==> config.mk <==
export PLATFORM = sky130hd
export DESIGN_NAME = adder_arbiter
export DESIGN_NICKNAME = d
export VERILOG_FILES = /design/src/rtl/adder_arb_pkg.sv /design/src/rtl/adder_arbiter_adder.sv /design/src/rtl/adder_arbiter.sv
export SDC_FILE = /design/constraint.sdc
export NUM_CORES = 1
export LEC_CHECK = 0
export BUFFER_PORTS_ARGS = -buffer_cell sky130_fd_sc_hd__buf_2
export CAP_MARGIN = 20
export CORE_AREA = 5 5 177 179
export DETAILED_ROUTE_END_ITERATION = 7
export DIE_AREA = 0 0 182 184
export PLACE_DENSITY = 0.51
export SLEW_MARGIN = 20
export SYNTH_ARGS = -nofsm -noshare
export SYNTH_HDL_FRONTEND = slang
export SYNTH_SLANG_ARGS = --single-unit
export TNS_END_PERCENT = 100
==> constraint.sdc <==
create_clock -name clk -period 7.4 [get_ports clk]
set_input_delay 0 -clock clk [delete_from_list [all_inputs] [get_ports clk]]
set_output_delay 0 -clock clk [all_outputs]
set_load 0.01 [all_outputs]
==> src/rtl/adder_arb_pkg.sv <==
// Shared parameters and types for the round-robin adder arbiter.
// Keep NUM_REQ, WIDTH and ID_W consistent: ID_W must equal ceil(log2(NUM_REQ)).
package adder_arb_pkg;

    localparam int NUM_REQ = 3;
    localparam int WIDTH   = 64;
    localparam int ID_W    = 2;

    typedef logic [ID_W-1:0] grant_t;

endpackage

==> src/rtl/adder_arbiter_adder.sv <==
// Combinational modular adder shared by all requesters of the arbiter.
// Any carry out of the top bit is dropped.
module Adder
    import adder_arb_pkg::*;
#(
    parameter int WIDTH = adder_arb_pkg::WIDTH
) (
    input  logic [WIDTH-1:0] i_a,
    input  logic [WIDTH-1:0] i_b,
    output logic [WIDTH-1:0] o_sum
);

    assign o_sum = i_a + i_b;

endmodule

==> src/rtl/adder_arbiter.sv <==
// Round-robin arbiter that lets NUM_REQ requesters share one adder.
// The sum is stored in a single result register drained through a valid/ready handshake.
module adder_arbiter
    import adder_arb_pkg::*;
#(
    parameter int NUM_REQ = adder_arb_pkg::NUM_REQ,
    parameter int WIDTH   = adder_arb_pkg::WIDTH,
    parameter int ID_W    = adder_arb_pkg::ID_W
) (
    input  logic                     clk,
    input  logic                     reset,
    input  logic [NUM_REQ-1:0]       req_valid,
    output logic [NUM_REQ-1:0]       req_ready,
    input  logic [NUM_REQ*WIDTH-1:0] req_a,
    input  logic [NUM_REQ*WIDTH-1:0] req_b,
    output logic                     res_valid,
    input  logic                     res_ready,
    output logic [WIDTH-1:0]         res_data,
    output logic [ID_W-1:0]          res_id
);

    logic             r_resValid;
    logic [WIDTH-1:0] r_resData;
    grant_t           r_resId;
    grant_t           r_rrPtr;

    logic             w_hiFound;
    logic             w_loFound;
    grant_t           w_hiIdx;
    grant_t           w_loIdx;
    grant_t           w_grant;
    grant_t           w_nextPtr;
    logic             w_canAccept;
    logic             w_transfer;
    logic [WIDTH-1:0] w_opA;
    logic [WIDTH-1:0] w_opB;
    logic [WIDTH-1:0] w_sum;

    // Lowest valid index at or above the pointer wins; otherwise the lowest valid below it.
    always_comb begin
        w_hiFound = 1'b0;
        w_loFound = 1'b0;
        w_hiIdx   = '0;
        w_loIdx   = '0;
        for (int j = NUM_REQ - 1; j >= 0; j--) begin
            if (req_valid[j]) begin
                if (j >= int'(r_rrPtr)) begin
                    w_hiIdx   = grant_t'(j);
                    w_hiFound = 1'b1;
                end else begin
                    w_loIdx   = grant_t'(j);
                    w_loFound = 1'b1;
                end
            end
        end
    end

    assign w_grant     = w_hiFound ? w_hiIdx : w_loIdx;
    assign w_canAccept = !r_resValid || res_ready;
    assign w_transfer  = !reset && (w_hiFound || w_loFound) && w_canAccept;
    assign req_ready   = w_transfer ? (NUM_REQ'(1) << w_grant) : '0;
    assign w_nextPtr   = (w_grant == grant_t'(NUM_REQ - 1)) ? '0 : w_grant + grant_t'(1);

    assign w_opA = req_a[int'(w_grant)*WIDTH +: WIDTH];
    assign w_opB = req_b[int'(w_grant)*WIDTH +: WIDTH];

    Adder #(
        .WIDTH (WIDTH)
    ) u_adder (
        .i_a   (w_opA),
        .i_b   (w_opB),
        .o_sum (w_sum)
    );

    always_ff @(posedge clk) begin
        if (reset) begin
            r_resValid <= 1'b0;
            r_resData  <= '0;
            r_resId    <= '0;
            r_rrPtr    <= '0;
        end else if (w_transfer) begin
            r_resValid <= 1'b1;
            r_resData  <= w_sum;
            r_resId    <= w_grant;
            r_rrPtr    <= w_nextPtr;
        end else if (r_resValid && res_ready) begin
            r_resValid <= 1'b0;
        end
    end

    assign res_valid = r_resValid;
    assign res_data  = r_resData;
    assign res_id    = r_resId;

endmodule

==> Word-level counts from Yosys, hierarchy flattened <==
Cells that the tools add are included.
{ "op_classes": {"n_eq_ne": 1, "order_cmp": 3, "n_addsub": 2, "shift": 3, "reduce_logical": 8, "muxes": 29} }
{ "ops": {"columns": ["cell", "count"], "rows": [
  ["$shiftx 192x9->64", 2],
  ["$add 64x64->64", 1],
  ["$mux 2", 14],
  ["$mux 1", 14],
  ["$ge 1x2->1 const A", 2],
  ["$logic_and 1x1->1", 3],
  ["$mux 3", 1],
  ["$shl 1x2->3 const A", 1],
  ["$add 2x1->2 const B", 1],
  ["$eq 2x2->1 const B", 1],
  ["$ge 2x2->1 const A", 1],
  ["$logic_not 1->1", 2],
  ["$logic_or 1x1->1", 2],
  ["$reduce_bool 2->1", 1]
]} }
{ "word_totals": {"wordCells": 50, "reg_bits": 69, "inputBits": 390} }

==> Longest topological paths before layout <==
Gate-level depths: netlist of run 1.
{ "depth": {"ltp_word": 11, "depth_mapped": 20, "depth_no_buf": 18} }

==> By module <==
Synthesis of run 1 repeated with hierarchy kept, for this count alone.
{ "unflattened": {"hier_cells": 1395, "area_unflattened_um2": 10316.1} }
{ "modules_own_cells": {"columns": ["mod", "cells_each", "area_each_um2", "n_inst", "seq_area_each_um2"], "rows": [
  ["adder_arbiter", 841, 6393.6, 1, 1381.3],
  ["Adder", 554, 3922.5, 1, 0.0]
]} }

==> Least setup slack after synthesis of run 1 <==
Ideal clock, no wire load.
{ "synth_path": {"path_kind": "reg-to-reg", "from": "reg r_rrPtr[1]", "to": "reg r_resData[37] (netlist: res_data[37])", "arrival_time_ns": 4.141, "setup_ns": 0.127, "period_less_slack_ns": 4.267, "slack_ns": 3.133, "stages_incl_launch_ff": 20, "path_buffers": 2, "path_cell_list": "dfxtp_1 > nand2b_1 > a21oi_1 > o21ai_1 > clkbuf_1 > buf_1 > nor2_1 > a31oi_1 > ha_1 > a211oi_1 > nor2_2 > o31a_2 > a41o_4 > a31oi_1 > o21ai_1 > a31oi_1 > o31ai_1 > a211oi_1 > xor2_1 > o21ai_1"} }
{ "synth_via": {"elab_chain_cells": 10} }
{ "synth_rtl": {"columns": ["item", "line", "text"], "rows": [
  ["start: declaration", "adder_arbiter.sv:25", "grant_t r_rrPtr;"],
  ["start signal: assignment", "adder_arbiter.sv:85", "r_rrPtr <= w_nextPtr;"],
  ["$ge 2x2->1", "adder_arbiter.sv:47", "if (j >= int'(r_rrPtr)) begin"],
  ["$mux 1 or $mux 2 (tied branches)", "adder_arbiter.sv:47", null],
  ["$mux 1 or $mux 2 (tied branches)", "adder_arbiter.sv:46", "if (req_valid[j]) begin"],
  ["$mux 1 or $mux 2 (tied branches)", "adder_arbiter.sv:47", null],
  ["$mux 1 or $mux 2 (tied branches)", "adder_arbiter.sv:46", null],
  ["$mux 1 or $mux 2 (tied branches)", "adder_arbiter.sv:47", null],
  ["$mux 1 or $mux 2 (tied branches)", "adder_arbiter.sv:46", null],
  ["$mux 2 or $logic_or 1x1->1 (tied branches)", "adder_arbiter.sv:58, adder_arbiter.sv:60", null],
  ["$shiftx 192x9->64, or another cell as far along", "adder_arbiter.sv:64", "assign w_opA = req_a[int'(w_grant)*WIDTH +: WIDTH];"],
  ["$add 64x64->64 or $logic_and 1x1->1 (tied branches)", "adder_arbiter_adder.sv:13, adder_arbiter.sv:60", null],
  ["end signal: assignment", "adder_arbiter.sv:83", "r_resData <= w_sum;"],
  ["end: declaration", "adder_arbiter.sv:23", "logic [WIDTH-1:0] r_resData;"]
]} }
Parallel ways exist; a longest one is shown, timed or not.
A chain may end at the register's enable or synchronous reset.

==> Worst setup path in the final report of run 1 <==
{ "layout_path": {"from": "reg r_rrPtr[0]", "to": "reg r_resData[62] (netlist: res_data[62])"} }
The elaborated chain is that of the path after synthesis.

==> results_tabular.tex, run 1 <==
\begin{tabular}{lr}
\hline
Metric & Value \\
\hline
\multicolumn{2}{l}{\textbf{Floorplan}} \\
\quad Die Y & about 180 um \\
\quad Core Region & 0.02940 mm2 \\
\quad Die area & 0.03349 mm2 \\
\quad Chip width & roughly 180 um \\
\quad Site Rows & 63 \\
\quad Starting density of the core & about 28\% \\
\quad IO Count & 460 \\
\multicolumn{2}{l}{\textbf{Global routing}} \\
\quad Antenna violations before repair & 1 \\
\quad First-pass GRT wire length & between 50 and 60 mm \\
\quad Pin count of the biggest net entering global routing & 93 \\
\quad Remaining global-route overflow & 0 \\
\quad Total global routing track utilization & approximately 21\% \\
\quad Via count of the first global-routing pass & 10200 \\
\multicolumn{2}{l}{\textbf{Layout}} \\
\quad Net count, final & 2092 \\
\quad Area Overhead vs Synth & 35.06\% \\
\quad Number of filler cells placed in the layout & 3273 \\
\quad Fraction of layout cells with a size suffix above 1 & 30.76\% \\
\quad Count of inserted antenna diode cells & 0 \\
\quad Most common cell after layout, fill and taps aside & sky130\_fd\_sc\_hd\_\_buf\_2 \\
\quad Most frequent cells in the layout & sky130\_fd\_sc\_hd\_\_buf\_2 (459), sky130\_fd\_sc\_hd\_\_nand2\_1 (238), sky130\_fd\_sc\_hd\_\_nor2\_1 (134) \\
\quad Number of standard cells in the layout, taps in and fillers out & 2032 \\
\multicolumn{2}{l}{\textbf{Worst setup path}} \\
\quad Worst Setup End Kind & register \\
\quad Signal arrival time at the worst endpoint & 5.42 ns \\
\quad Startpoint kind of the worst setup timing path & register \\
\quad Critical Path Fanout Max & 22 \\
\quad Worst setup path category & reg -> reg \\
\quad Worst path required time & 7.61 ns \\
\multicolumn{2}{l}{\textbf{Timing}} \\
\quad Setup Viol. Count Final & 0 \\
\quad Final hold violation count & 0 \\
\quad Setup\_tns & 0 ns \\
\quad Transition time at the pin with the least slew margin & 1.090 ns \\
\quad Slew headroom & between 20\% and 30\% \\
\quad Time the final worst path needs with I/O delays and setup & 5.205 ns \\
\quad Setup repair after global routing missed its margin & no \\
\quad Maximum operating frequency & between 150 and 200 MHz \\
\quad Setup skew after layout & roughly 0.0075 ns \\
\quad Share of the clock period used by the worst path after layout & between 70\% and 80\% \\
\quad Worst Setup Slack, final & about 2.2 ns \\
\quad Number of pins with negative max-slew slack in the final report & 0 \\
\multicolumn{2}{l}{\textbf{Clock network}} \\
\quad CTS root buf & sky130\_fd\_sc\_hd\_\_clkbuf\_16 \\
\quad CTS tree & yes \\
\quad Clock net sink count & 69 \\
\quad Count of H-tree levels built during CTS & 3 \\
\quad Deepest clock path buffer count & 2 \\
\quad Post-CTS clock slew at the launch and capture registers of the worst setup and hold paths & 0.06 ns \\
\quad Clock buffer count from CTS & 9 \\
\quad Number of gates resized after CTS & 0 \\
\quad Later-pin clock latency in the skew report & $\sim$0.34 ns \\
\multicolumn{2}{l}{\textbf{Power and ir drop}} \\
\quad Power density relative to cell area & about 220 mW/mm2 \\
\quad Net Switching & 1.073 mW \\
\quad Internal power of the cells & about 1.3 mW \\
\quad Net Sw Frac & between 40\% and 50\% \\
\quad Largest voltage drop on the vdd net & 0.0001046 V \\
\quad Relative contribution of sequential cells to total power & 22.2\% \\
\quad Combinational power share & 59.3\% \\
\quad Leak & 5.518 nW \\
\quad Part of the power in the clock network & 18.4\% \\
\multicolumn{2}{l}{\textbf{Logic synthesis}} \\
\quad Area leader, netlist & sky130\_fd\_sc\_hd\_\_dfxtp\_1 \\
\quad Share of flip-flops with an asynchronous set or reset & 0\% \\
\quad Cell types with the largest area share after synthesis & sky130\_fd\_sc\_hd\_\_dfxtp\_1 (17\%), sky130\_fd\_sc\_hd\_\_nand2\_1 (11\%), sky130\_fd\_sc\_hd\_\_ha\_1 (9.7\%), sky130\_fd\_sc\_hd\_\_a31oi\_1 (8.0\%), sky130\_fd\_sc\_hd\_\_nor2\_1 (6.2\%) \\
\quad Top cell type's share of synthesized area & 17.01\% \\
\quad Dominant register cell in the synthesized netlist & sky130\_fd\_sc\_hd\_\_dfxtp\_1 \\
\quad Sequential element share of the synthesized area & 17.01\% \\
\quad Number of warnings reported in the yosys synthesis log & 0 \\
\quad Gate count after technology mapping & $\sim$1300 \\
\quad Post-synthesis average cell area & 6.482 um2 \\
\quad Count of flip-flops with a built-in enable after synthesis & 0 \\
\quad Mapped Area & 0.008122 mm2 \\
\quad Number of distinct library cells after synthesis & 61 \\
\quad Flip-flop and latch count after synthesis & slightly below 70 \\
\quad Syn Nets & about 1700 \\
\multicolumn{2}{l}{\textbf{Outcome}} \\
\quad Result of the run & finished, violations left \\
\quad Failing checks & design-rule violations \\
\multicolumn{2}{l}{\textbf{Placed design}} \\
\quad Post-place setup slack & 2.175 ns \\
\quad Post-DP HPWL & 30.46 mm \\
\quad Buffers on Ports & around 460 \\
\quad Placed Instances & about 2000 \\
\quad Gpl congestion & between 0.9 and 1 \\
\multicolumn{2}{l}{\textbf{Routing}} \\
\quad DR vias/cell & roughly 5.2 \\
\quad Drt pass-1 iters & 8 \\
\quad Number of antenna-violating nets in the routed design & 0 \\
\quad Overall via count from detail\_route & 10570 \\
\quad \# DRC & 14 \\
\quad Avg WL per Cell & between 15 and 20 um \\
\quad Number of design-rule violations left by the first detailed-router iteration & 640 \\
\quad Aggregate routed wire length & around 37 mm \\
\multicolumn{2}{l}{\textbf{Run}} \\
\quad Total of max-cap violations & 0 \\
\multicolumn{2}{l}{\textbf{Hold path}} \\
\quad Worst Hold Class & in -> reg \\
\hline
\end{tabular}
[metal layers]
metal,track usage (%),wire length [um],up-vias
li1,-,-,5307
met1,26.20,16120,4897
met2,37.20,18570,343
met3,3.858,2191,26
met4,3.813,549,0
met5,0,0,-
[path summary, 6_finish.rpt]
path,to,startpoint,cells after the start,slack [ns]
max,res_data[62]$_SDFFE_PP0P_,r_rrPtr[0]$_SDFFE_PP0P_,18,2.20
max reg2reg,res_data[62]$_SDFFE_PP0P_,r_rrPtr[0]$_SDFFE_PP0P_,18,2.20
min,res_valid$_SDFFE_PP0P_,res_ready,4,0.01
min reg2reg,res_data[25]$_SDFFE_PP0P_,res_data[25]$_SDFFE_PP0P_,2,0.45
[kinds of logic (layout without fill, tap and decap cells)]
logic type | after synthesis | after routing | synth area share (%)
AO/OA/AOI/OAI | 422 | 422 | 34.34
XOR/XNOR | 54 | 54 | 5.823
adder cells (fa/ha/maj) | 64 | 64 | 9.952
buffers and inverters | 140 | 529 | 6.655
flip-flops | 69 | 69 | 17.01
AND/OR/NAND/NOR | 504 | 504 | 26.22
[Yosys cell counts (5+ instances only)]
cell type / number
sky130_fd_sc_hd__o21ai_1: 7
sky130_fd_sc_hd__nand2_1: 238
sky130_fd_sc_hd__nand2b_1: 6
sky130_fd_sc_hd__dfxtp_1: 69
sky130_fd_sc_hd__nor2b_1: 5
sky130_fd_sc_hd__ha_1: 63
sky130_fd_sc_hd__nor3_1: 11
sky130_fd_sc_hd__a31oi_1: 104
sky130_fd_sc_hd__o211ai_1: 8
sky130_fd_sc_hd__a222oi_1: 30
sky130_fd_sc_hd__nand4_1: 19
sky130_fd_sc_hd__clkbuf_1: 84
sky130_fd_sc_hd__a211oi_1: 8
sky130_fd_sc_hd__o21bai_1: 12
sky130_fd_sc_hd__o21a_1: 15
sky130_fd_sc_hd__nand3_1: 71
sky130_fd_sc_hd__o31ai_1: 8
sky130_fd_sc_hd__xor2_1: 24
sky130_fd_sc_hd__a21o_1: 42
sky130_fd_sc_hd__o21ai_0: 83
sky130_fd_sc_hd__a21oi_1: 71
sky130_fd_sc_hd__nor2_1: 134
sky130_fd_sc_hd__inv_1: 43
sky130_fd_sc_hd__xnor2_1: 30
[state kept, by name, indices dropped and copies added (netlist names)]
name / count
res_id: 2
res_data: 64
r_rrPtr: 2
res_valid: 1
[through the flow]
step	total power, mW	hold WS, ns	util [%]	instance area, um2
5_1_grt	2.614	0.05396	37.31	10970
2_1_floorplan	1.469	0.2212	-	8122
3_5_place_dp	1.978	0.3396	36.28	10670
6_report	2.410	0.01497	37.31	10970
4_1_cts	2.440	0.005898	37.31	10970
3_3_place_gp	1.976	0.3328	36.28	10670
[repair_timing]
item | in CTS | in global routing
hold buffers | 1 | 0
buffers inserted | 0 | 0
endpoints found under the hold margin | 5 | 0
setup endpoints to repair | 0 | 0
[cell type report]
| class | instances | area [um2] | share of cell area (%) |
|---|---|---|---|
| flip-flops and latches | 69 | 1381 | 12.59 |
| repair buffers | 469 | 2400 | 21.88 |
| inverters | 45 | 168.9 | 1.540 |
| well taps | 390 | 488.0 | 4.448 |
| clock buffers | 11 | 242.7 | 2.213 |
| clock inverters | 4 | 48.80 | 0.4448 |
| multi-input cells | 1044 | 6240 | 56.88 |
[power groups by stage]
stage	Clock, mW	Combinational [mW]	Sequential, mW
5_1_grt	0.476	1.59	0.551
3_5_place_dp	0	1.43	0.543
3_3_place_gp	0	1.44	0.540
6_report	0.444	1.43	0.536
4_1_cts	0.461	1.44	0.537
2_1_floorplan	0	0.876	0.593
[critical path: stages, from the launching register on]
cell	delay [ns]
sky130_fd_sc_hd__dfxtp_1	0.43
sky130_fd_sc_hd__nand2b_1	0.11
sky130_fd_sc_hd__a21oi_1	0.30
sky130_fd_sc_hd__o21a_1	0.91
sky130_fd_sc_hd__a222oi_1	0.21
sky130_fd_sc_hd__inv_1	0.12
sky130_fd_sc_hd__ha_1	0.20
sky130_fd_sc_hd__fa_1	0.25
sky130_fd_sc_hd__a211oi_1	0.10
sky130_fd_sc_hd__o21a_1	0.24
sky130_fd_sc_hd__a2111o_1	0.47
sky130_fd_sc_hd__and3_1	0.23
sky130_fd_sc_hd__o211a_1	0.28
sky130_fd_sc_hd__o21ai_0	0.35
sky130_fd_sc_hd__o21ai_1	0.17
sky130_fd_sc_hd__or2_2	0.35
sky130_fd_sc_hd__o21ai_2	0.13
sky130_fd_sc_hd__xnor2_1	0.13
sky130_fd_sc_hd__o21ai_1	0.07
(Power assumes the default switching activity.)
==> run 2, diff against run 1 <==
Clock period 7.4 ns to 5.3 ns, I/O delays scaled along.
==> run 2 against run 1 <==
The run now ends clean. Flip-flop and latch count did not move. Hold slack improved by 0.059 ns. Count of clock-buffer cells in the layout rose by 2. Sequential power rose by 40%. Worst setup slack got worse by 1.9 ns. Fmax rose by 4.8%. Via count rose by 1.5%.
==> results_tabular.tex, run 2 (synthesis gave the netlist of run 1 again) <==
\begin{tabular}{lr}
\hline
Metric & Value \\
\hline
\multicolumn{2}{l}{\textbf{Outcome}} \\
\quad Result of the run & completed (was finished, violations left) \\
\multicolumn{2}{l}{\textbf{Layout}} \\
\quad Number of filler cells placed in the layout & 3259 (was 3273) \\
\quad Fraction of layout cells with a size suffix above 1 & 30.99\% (was 30.76\%) \\
\quad Most common cell after layout, fill and taps aside & sky130\_fd\_sc\_hd\_\_buf\_2 (unchanged) \\
\quad Flip-flop count of the largest register, all copies and words added & 64 (unchanged) \\
\quad Most frequent cells in the layout & sky130\_fd\_sc\_hd\_\_buf\_2 (459), sky130\_fd\_sc\_hd\_\_nand2\_1 (238), sky130\_fd\_sc\_hd\_\_nor2\_1 (134) (unchanged) \\
\quad Net count, final & 2098 (was 2092) \\
\quad Area Overhead vs Synth & 36.30\% (was 35.06\%) \\
\multicolumn{2}{l}{\textbf{Global routing}} \\
\quad Total global routing track utilization & 21.46\% (was 20.74\%) \\
\quad Via count of the first global-routing pass & 10530 (was 10200) \\
\quad Remaining global-route overflow & 0 (unchanged) \\
\quad Pin count of the biggest net entering global routing & 89 (was 93) \\
\quad First-pass GRT wire length & 58.13 mm (was 55.92 mm) \\
\quad Antenna violations before repair & 2 (was 1) \\
\multicolumn{2}{l}{\textbf{Timing}} \\
\quad Setup repair after global routing missed its margin & no (unchanged) \\
\quad Transition time at the pin with the least slew margin & 0.8935 ns (was 1.090 ns) \\
\quad Maximum operating frequency & 201.3 MHz (was 192.1 MHz) \\
\quad Slew headroom & 40.11\% (was 27.33\%) \\
\quad Setup\_tns & 0 ns (unchanged) \\
\quad Share of the clock period used by the worst path after layout & 93.74\% (was 70.33\%) \\
\quad Final hold violation count & 0 (unchanged) \\
\quad Time the final worst path needs with I/O delays and setup & 4.968 ns (was 5.205 ns) \\
\quad Setup Viol. Count Final & 0 (unchanged) \\
\quad Number of pins with negative max-slew slack in the final report & 0 (unchanged) \\
\quad Worst Setup Slack, final & 0.3316 ns (was 2.195 ns) \\
\quad Setup skew after layout & 0.005468 ns (was 0.007485 ns) \\
\multicolumn{2}{l}{\textbf{Routing}} \\
\quad Number of antenna-violating nets in the routed design & 0 (unchanged) \\
\quad Drt pass-1 iters & 6 (was 8) \\
\quad Number of design-rule violations left by the first detailed-router iteration & 781 (was 640) \\
\quad DR vias/cell & 5.258 (was 5.203) \\
\quad Aggregate routed wire length & 38.19 mm (was 37.44 mm) \\
\quad Avg WL per Cell & 18.71 um (was 18.42 um) \\
\quad \# DRC & 0 (was 14) \\
\quad Overall via count from detail\_route & 10730 (was 10570) \\
\multicolumn{2}{l}{\textbf{Worst setup path}} \\
\quad Signal arrival time at the worst endpoint & 5.16 ns (was 5.42 ns) \\
\quad Startpoint kind of the worst setup timing path & register (unchanged) \\
\quad Library cell appearing most often on the critical path & sky130\_fd\_sc\_hd\_\_o21ai\_0 \\
\quad Cell with the largest stage delay on the worst path & sky130\_fd\_sc\_hd\_\_a222oi\_1 (was sky130\_fd\_sc\_hd\_\_o21a\_1) \\
\quad Crit-path cells & nand2b\_1, a21oi\_1, o21a\_1, a222oi\_1, inv\_1, ha\_1, fa\_1, a211oi\_1, o21a\_1, a2111o\_1, and3\_1, o211a\_1, o21ai\_0, a41oi\_1, o21ai\_0, a21oi\_1, xor2\_1, o21ai\_0 (was nand2b\_1, a21oi\_1, o21a\_1, a222oi\_1, inv\_1, ha\_1, fa\_1, a211oi\_1, o21a\_1, a2111o\_1, and3\_1, o211a\_1, o21ai\_0, o21ai\_1, or2\_2, o21ai\_2, xnor2\_1, o21ai\_1) \\
\quad Worst setup path category & reg -> reg (unchanged) \\
\quad Slowest Stage Delay on Critical Path & 0.51 ns (was 0.91 ns) \\
\quad Setup slack of the most critical reg-to-reg path & 0.33 ns (was 2.20 ns) \\
\quad Critical Path Fanout Max & 11 (was 22) \\
\quad Worst Setup End Kind & register (unchanged) \\
\quad Worst path required time & 5.49 ns (was 7.61 ns) \\
\multicolumn{2}{l}{\textbf{Placed design}} \\
\quad Buffers on Ports & 459 (unchanged) \\
\quad Post-place setup slack & 0.3281 ns (was 2.175 ns) \\
\quad Gpl congestion & 0.9167 (was 0.9143) \\
\quad Post-DP HPWL & 31.34 mm (was 30.46 mm) \\
\multicolumn{2}{l}{\textbf{Clock network}} \\
\quad Later-pin clock latency in the skew report & 0.34 ns (about the same) \\
\quad CTS root buf & sky130\_fd\_sc\_hd\_\_clkbuf\_16 (unchanged) \\
\quad Count of H-tree levels built during CTS & 3 (unchanged) \\
\quad CTS tree & yes (unchanged) \\
\quad Clock buffer count from CTS & 9 (unchanged) \\
\quad Number of gates resized after CTS & 0 (unchanged) \\
\quad Post-CTS clock slew at the launch and capture registers of the worst setup and hold paths & 0.06 ns (about the same) \\
\quad Deepest clock path buffer count & 2 (unchanged) \\
\quad Clock net sink count & 69 (unchanged) \\
\multicolumn{2}{l}{\textbf{Power and ir drop}} \\
\quad Net Sw Frac & 44.32\% (was 44.54\%) \\
\quad Largest voltage drop on the vdd net & 0.0001503 V (was 0.0001046 V) \\
\quad Final total power & 3.399 mW (was 2.410 mW) \\
\quad Leak & 5.566 nW (was 5.518 nW) \\
\quad Power density relative to cell area & 307.0 mW/mm2 (was 219.7 mW/mm2) \\
\quad Net Switching & 1.506 mW (was 1.073 mW) \\
\quad Internal power of the cells & 1.892 mW (was 1.337 mW) \\
\quad Combinational power share & 59.3\% (about the same) \\
\quad Relative contribution of sequential cells to total power & 22.0\% (was 22.2\%) \\
\quad Part of the power in the clock network & 18.7\% (was 18.4\%) \\
\multicolumn{2}{l}{\textbf{Floorplan}} \\
\quad Chip width & 182 um (unchanged) \\
\quad Starting density of the core & 27.62\% (unchanged) \\
\quad Die Y & 184 um (unchanged) \\
\quad Site Rows & 63 (unchanged) \\
\quad Die area & 0.03349 mm2 (unchanged) \\
\quad Core Region & 0.02940 mm2 (unchanged) \\
\quad IO Count & 460 (unchanged) \\
\multicolumn{2}{l}{\textbf{Hold path}} \\
\quad Worst Hold Class & in -> reg (unchanged) \\
\multicolumn{2}{l}{\textbf{Run}} \\
\quad Total of max-cap violations & 0 (unchanged) \\
\hline
\end{tabular}
[run 2: layer usage]
| layer | GRT usage, % | vias to the layer above | part of all wire, % |
|---|---|---|---|
| li1 | - | 5317 | - |
| met1 | 26.41 | 4995 | 42 |
| met2 | 38.67 | 383 | 50 |
| met3 | 4.234 | 36 | 6.3 |
| met4 | 4.983 | 0 | 1.7 |
| met5 | 0 | - | 0 |
[run 2: final timing paths]
| kind | start | to | depth (start not counted) |
|---|---|---|---|
| setup / recovery | r_rrPtr[1]$_SDFFE_PP0P_ | res_data[60]$_SDFFE_PP0P_ | 18 |
| hold / removal | res_ready | res_valid$_SDFFE_PP0P_ | 4 |
| setup reg to reg | r_rrPtr[1]$_SDFFE_PP0P_ | res_data[60]$_SDFFE_PP0P_ | 18 |
| hold reg to reg | res_data[0]$_SDFFE_PP0P_ | res_data[0]$_SDFFE_PP0P_ | 2 |
[run 2: worst max-delay path, delay by kind of cell, from the launching register on]
family / cells / cell delay, ns
AOI/OAI and AO/OA: 12 / 3.02
xor gates and xnor gates: 1 / 0.15
adders and majority gates: 2 / 0.71
buffers and inverters: 1 / 0.16
DFF: 1 / 0.40
and+or+nand+nor: 2 / 0.38
[run 2: per-stage QoR]
stage | instance area, um2 | util (%) | std cells | hold slack [ns]
5_1_grt | 11070 | 37.65 | 2041 | 0.1027
3_3_place_gp | 10750 | 36.56 | 2022 | 0.3397
2_1_floorplan | 8122 | - | 1253 | 0.2212
3_5_place_dp | 10750 | 36.56 | 2022 | 0.3425
6_report | 11070 | 37.65 | 2041 | 0.07409
4_1_cts | 11060 | 37.63 | 2039 | 0.06040
[run 2: area by class of cell]
| type | count | area [um2] | share of cell area [%] |
|---|---|---|---|
| Antenna cell | 2 | 5.005 | 0.04521 |
| Timing Repair Buffer | 475 | 2482 | 22.43 |
| Clock inverter | 3 | 43.79 | 0.3956 |
| Inverter | 45 | 168.9 | 1.526 |
| Multi-Input combinational cell | 1044 | 6240 | 56.37 |
| Tap cell | 390 | 488.0 | 4.408 |
| Sequential cell | 69 | 1381 | 12.48 |
| Clock buffer | 13 | 260.3 | 2.351 |
[run 2: power by group through the flow]
| stage | clock, mW | combinational (mW) | sequential (mW) |
|---|---|---|---|
| floorplan | 0 | 1.22 | 0.828 |
| global placement | 0 | 2.03 | 0.752 |
| detailed placement | 0 | 2.02 | 0.759 |
| CTS | 0.660 | 2.03 | 0.750 |
| global route | 0.674 | 2.23 | 0.771 |
| finish | 0.635 | 2.01 | 0.749 |
[run 2: repair_timing]
action | 4_1_cts | 5_1_grt
hold buffers | 1 | 0
setup buffers | 0 | 0
hold endpoints to repair | 5 | 0
